## src/rtl/fetch_sequencer.sv

```systemverilog
// Multi-cycle instruction fetch/decode sequencer: walks each instruction through
// IF/ID/EX/MEM/WB, maintains the PC and instruction register, and counts retirements.
module fetch_sequencer #(
    parameter logic [7:0] RESET_PC    = 8'h00,
    parameter logic [2:0] HALT_OPCODE = 3'b111
) (
    input  logic       clk,
    input  logic       reset,
    input  logic       stall,
    input  logic [7:0] imem_data,
    input  logic       imem_ready,
    output logic [7:0] imem_addr,
    output logic [7:0] pc,
    output logic [7:0] instr,
    output logic [2:0] opcode,
    output logic [1:0] reg_a,
    output logic [2:0] immediate,
    output logic [4:0] jump_addr_short,
    output logic       if_stage,
    output logic       id_stage,
    output logic       ex_stage,
    output logic       mem_stage,
    output logic       wb_stage,
    output logic       halted,
    output logic [7:0] retired
);

    localparam logic [2:0] OP_LW   = 3'b000;
    localparam logic [2:0] OP_SW   = 3'b001;
    localparam logic [2:0] OP_JUMP = 3'b010;

    typedef enum logic [2:0] {
        S_IF   = 3'd0,
        S_ID   = 3'd1,
        S_EX   = 3'd2,
        S_MEM  = 3'd3,
        S_WB   = 3'd4,
        S_HALT = 3'd5
    } state_t;

    state_t     state;
    state_t     state_nxt;
    logic       retire;
    logic [5:0] strobes;

    // Strobe order: {if, id, ex, mem, wb, halted}
    function automatic logic [5:0] decode_strobes(input state_t s);
        case (s)
            S_IF:    decode_strobes = 6'b100000;
            S_ID:    decode_strobes = 6'b010000;
            S_EX:    decode_strobes = 6'b001000;
            S_MEM:   decode_strobes = 6'b000100;
            S_WB:    decode_strobes = 6'b000010;
            S_HALT:  decode_strobes = 6'b000001;
            default: decode_strobes = 6'b100000;
        endcase
    endfunction

    always_comb begin
        state_nxt = state;
        retire    = 1'b0;
        if (!stall) begin
            case (state)
                S_IF: begin
                    if (imem_ready) state_nxt = S_ID;
                end
                S_ID: begin
                    // Jump is tested first so it wins if HALT_OPCODE is ever set to 010
                    if (opcode == OP_JUMP) begin
                        retire    = 1'b1;
                        state_nxt = S_IF;
                    end else if (opcode == HALT_OPCODE) begin
                        retire    = 1'b1;
                        state_nxt = S_HALT;
                    end else begin
                        state_nxt = S_EX;
                    end
                end
                S_EX: begin
                    if (opcode == OP_LW || opcode == OP_SW) state_nxt = S_MEM;
                    else                                    state_nxt = S_WB;
                end
                S_MEM: begin
                    if (opcode == OP_SW) begin
                        retire    = 1'b1;
                        state_nxt = S_IF;
                    end else begin
                        state_nxt = S_WB;
                    end
                end
                S_WB: begin
                    retire    = 1'b1;
                    state_nxt = S_IF;
                end
                S_HALT:  state_nxt = S_HALT;
                default: state_nxt = S_IF;
            endcase
        end
    end

    always_ff @(posedge clk) begin
        if (reset) begin
            state   <= S_IF;
            pc      <= RESET_PC;
            instr   <= 8'h00;
            retired <= 8'h00;
            strobes <= 6'b100000;
        end else if (!stall) begin
            state   <= state_nxt;
            strobes <= decode_strobes(state_nxt);
            if (state == S_IF && imem_ready) begin
                instr <= imem_data;
                pc    <= pc + 8'd1;
            end
            if (state == S_ID && opcode == OP_JUMP) begin
                pc <= {3'b000, jump_addr_short};
            end
            if (retire) begin
                retired <= retired + 8'd1;
            end
        end
    end

    assign imem_addr       = pc;
    assign opcode          = instr[7:5];
    assign reg_a           = instr[4:3];
    assign immediate       = instr[2:0];
    assign jump_addr_short = instr[4:0];

    assign {if_stage, id_stage, ex_stage, mem_stage, wb_stage, halted} = strobes;

endmodule

```

## config.mk

```make
export PLATFORM = sky130hd
export DESIGN_NAME = fetch_sequencer
export DESIGN_NICKNAME = d
export VERILOG_FILES = /design/src/rtl/fetch_sequencer.sv
export SDC_FILE = /design/constraint.sdc
export NUM_CORES = 1
export LEC_CHECK = 0
export CORE_AREA = 5 5 79 81
export CTS_CLUSTER_SIZE = 25
export DETAILED_ROUTE_END_ITERATION = 10
export DIE_AREA = 0 0 84 86
export GPL_TIMING_DRIVEN = 0
export PLACE_DENSITY = 0.69
export SYNTH_ARGS = -nofsm -noshare
export SYNTH_HDL_FRONTEND = slang
export SYNTH_SLANG_ARGS = --single-unit
```

## constraint.sdc

```tcl
create_clock -name clk -period 4.9 [get_ports clk]
set_clock_uncertainty 0.2 [all_clocks]
set_input_delay 1.47 -clock clk [delete_from_list [all_inputs] [get_ports clk]]
set_output_delay 1.47 -clock clk [all_outputs]
set_load 0.005 [all_outputs]
```

==> results of run 1 <==
## kinds of logic (layout without fill, tap and decap cells)
logic type                 after synthesis  after routing
AOI/OAI and AO/OA                       62             62
muxes                                   10             10
DFF                                     33             33
xor gates and xnor gates                 3              3
buffers and inverters                   40            109
and+or+nand+nor                         80             80
adders and majority gates                2              2
## worst min-delay path by stage
stage	from	endpoint	slack, ns	depth (start not counted)
5_1_grt	imem_addr[7]	imem_addr[7]	0.30	2
2_1_floorplan	strobes[0]	strobes[0]	0.26	2
4_1_cts	strobes[3]	strobes[3]	0.27	2
6_report	strobes[3]	strobes[3]	0.27	2
3_5_place_dp	strobes[1]	strobes[1]	0.26	2
3_3_place_gp	strobes[1]	strobes[1]	0.26	2
## flip-flops by register name, indices dropped and copies added (netlist names)
name and count:
strobes 6, state 3, retired 8, instr 8, imem_addr 8
## metrics by stage
step	utilization [%]	setup slack (ns)	instance area, um2	instances	total power, mW
2_1_floorplan	-	1.87	1950	230	0.360
3_3_place_gp	49.0	1.05	2650	363	0.416
3_5_place_dp	49.0	1.00	2650	363	0.417
4_1_cts	51.5	1.32	2790	371	0.728
5_1_grt	51.5	1.12	2790	371	0.754
6_report	51.5	1.29	2790	371	0.724
## cell type report
type,count,area (um2)
clock buffers,5,68.8
repair buffers,61,611
well taps,72,90.1
flip-flops and latches,33,661
clock inverters,3,68.8
multi-input cells,157,1050
fillers,524,2620
plain buffers,35,215
inverters,5,18.8
## Yosys cell counts, types with 2 or more instances
master,n,area (um2)
o21ai_0,5,25.0
and3_1,4,25.0
clkbuf_1,10,37.5
or4_1,4,30.0
mux2_1,2,22.5
or3_1,5,31.3
mux2i_1,8,80.1
nand4_1,10,62.6
a21oi_1,18,90.1
ha_1,2,25.0
a211oi_1,4,30.0
inv_1,5,18.8
dfxtp_1,33,661
nor3_1,4,20.0
nor2b_1,4,25.0
nor2_1,12,45.0
buf_4,21,158
buf_2,4,20.0
nand2_1,13,48.8
or2_2,2,12.5
and2_1,2,12.5
nand3_1,7,35.0
o211ai_1,3,22.5
nor4_1,5,31.3
o31ai_1,12,90.1
a21oi_2,2,17.5
xor2_1,3,26.3
## routing by layer
layer / up-vias / wire, um
met5: - / 0
met4: 0 / 101
met3: 10 / 286
met2: 63 / 2530
met1: 928 / 2470
li1: 979 / -
## where the power goes
| part | switching [mW] | internal, mW |
|---|---|---|
| logic | 0.0579 | 0.0626 |
| registers | 0.0136 | 0.277 |
| clock network | 0.107 | 0.205 |
## critical path: stages
cell	delay, ns
clkdlybuf4s50_1	0.61
clkbuf_1	0.41
a21oi_1	0.11
o211ai_1	0.29
clkbuf_1	0.43
o31ai_1	0.15
a21oi_1	0.16
==> results.sh, run 1 <==
export IMPL_status="finished clean"
export IMPL_final_common_cell="clkdlybuf4s50_1"
export IMPL_die_area_um2=7220
export IMPL_grt_overflow=0
export IMPL_place_hpwl_mm=4.00
export IMPL_cp_required_ns=4.91
export IMPL_drive_above_1_share_pct=14.0
export IMPL_viasPerCell=5.34
export IMPL_yosys_cell_types_count=53
export IMPL_grt_pass1_wl_mm=8.71
export IMPL_die_w_um=84
export IMPL_fmax_mhz=277
export IMPL_power_density_nw_per_um2=260
export IMPL_startpoint="stall"
export IMPL_start_util_pct=36.0
export IMPL_cts_hold_buffers_added=0
export IMPL_fp_row_count=27
export IMPL_synth_compound_area_share_pct=23.2
export IMPL_globalRouteMet2Util_pct=24.2
export IMPL_endpoint_kind="flip-flop"
export IMPL_r2r_end="imem_addr[2]"
export IMPL_critPathArrivalTime_ns=3.63
export IMPL_ys_seq_area_share_pct=33.9
export IMPL_synth_fa_ha_area_share_pct=1.29
export IMPL_fin_crit_sh_pct=73.8
export IMPL_rr_startpoint="instr[6]"
export IMPL_peakVddDrop_mv=0.231
export IMPL_rsz0062_at_grt="no"
export IMPL_use_met3_pct=3.07
export IMPL_clock_latency_ns=0.29
export IMPL_antenna_found_initial=0
export IMPL_p_leak_nw=1.00
export IMPL_cts_max_level=2
export IMPL_ys_ff_latch=33
export IMPL_finalSetupViolations=0
export IMPL_synth_top_family_by_area="compound AO/OA/AOI/OAI gates"
export IMPL_drv_cap=0
export IMPL_path_class="input port to flip-flop"
export IMPL_most_common_layout_cells="clkdlybuf4s50_1 (61), dfxtp_1 (33), buf_4 (21), a21oi_1 (18), nand2_1 (13)"
export IMPL_tightest_slew_ns=0.562
export IMPL_cts_sinks=33
export IMPL_antennaDiodeCount=0
export IMPL_clk_pin_slew_ns=0.07
export IMPL_hold_viol=0
export IMPL_drt_iter0_drc=142
export IMPL_cts_tree="yes"
export IMPL_num_vias=1980
export IMPL_cts_root_buf="clkbuf_8"
export IMPL_post_cts_buffers=0
export IMPL_synthArstFlopShare_pct=0
export IMPL_period_needed_ns=3.61
export IMPL_slew_violations=0
export IMPL_firstDrtPassIters=4
export IMPL_fin_setup_tns_ns=0
export IMPL_grt_most_used_layer="met2"
export IMPL_layout_nets=312
export IMPL_post_drt_wl_per_cell_um=14.5
export IMPL_synthSimpleGateAreaFrac_pct=22.9
export IMPL_r2r_cells=6
export IMPL_portBuffers=61
export IMPL_grt_max_degree=13
export IMPL_syn_to_final_growth_pct=43.1
export IMPL_synthXorXnorAreaFrac_pct=1.35
export IMPL_dieHeight_um=86
export IMPL_use_met1_pct=18.7
export IMPL_yosysWarnings=0
export IMPL_crit_path_end="instr[4]"
export IMPL_synthMuxAreaShare_pct=5.27
export IMPL_ant_nets=0
export IMPL_drc=0
export IMPL_cp_start_kind="input port"
export IMPL_ioPinCount=63
export IMPL_grt_usage_pct=14.7
export IMPL_syn_nets=244
export IMPL_synthesis_area_um2=1950
export IMPL_rrSetupSlack_ns=2.41
export IMPL_wl_mm=5.39
export IMPL_grt_pass1_vias=1804
export IMPL_core_um2=5410
export IMPL_hp_class="flip-flop to flip-flop"
export IMPL_whs_ns=0.268
export IMPL_cp_max_fo=10
export IMPL_clockBufferDepth=2
export IMPL_gp_congestion=0.843
export IMPL_synthFlopType="dfxtp_1"
export IMPL_synth_edff_count=0
export IMPL_slew_limit_headroom_pct=61.6
export IMPL_numCtsBuffers=5
export IMPL_cts_repair_resized=0
export IMPL_avgSynthCellArea_um2=8.46
export IMPL_postSynthCellCount=230
Note: power is estimated with default switching activity, not from simulation.
==> run 2: changes to the inputs <==
==> constraint.sdc (replaced) <==
create_clock -name clk -period 3.6 [get_ports clk]
set_clock_uncertainty 0.2 [all_clocks]
set_input_delay 1.08 -clock clk [delete_from_list [all_inputs] [get_ports clk]]
set_output_delay 1.08 -clock clk [all_outputs]
set_load 0.005 [all_outputs]
==> results of run 2 <==
Same layout as run 1 (identical final DEF). Status: finished clean.
Among the figures that moved: setup slack after placement 1.00 ns -> 0.0934 ns; setup slack after layout 1.29 ns -> 0.376 ns; register-to-register setup slack 2.41 ns -> 1.11 ns; total power 0.724 mW -> 0.985 mW; worst IR drop on VDD 0.231 mV -> 0.315 mV
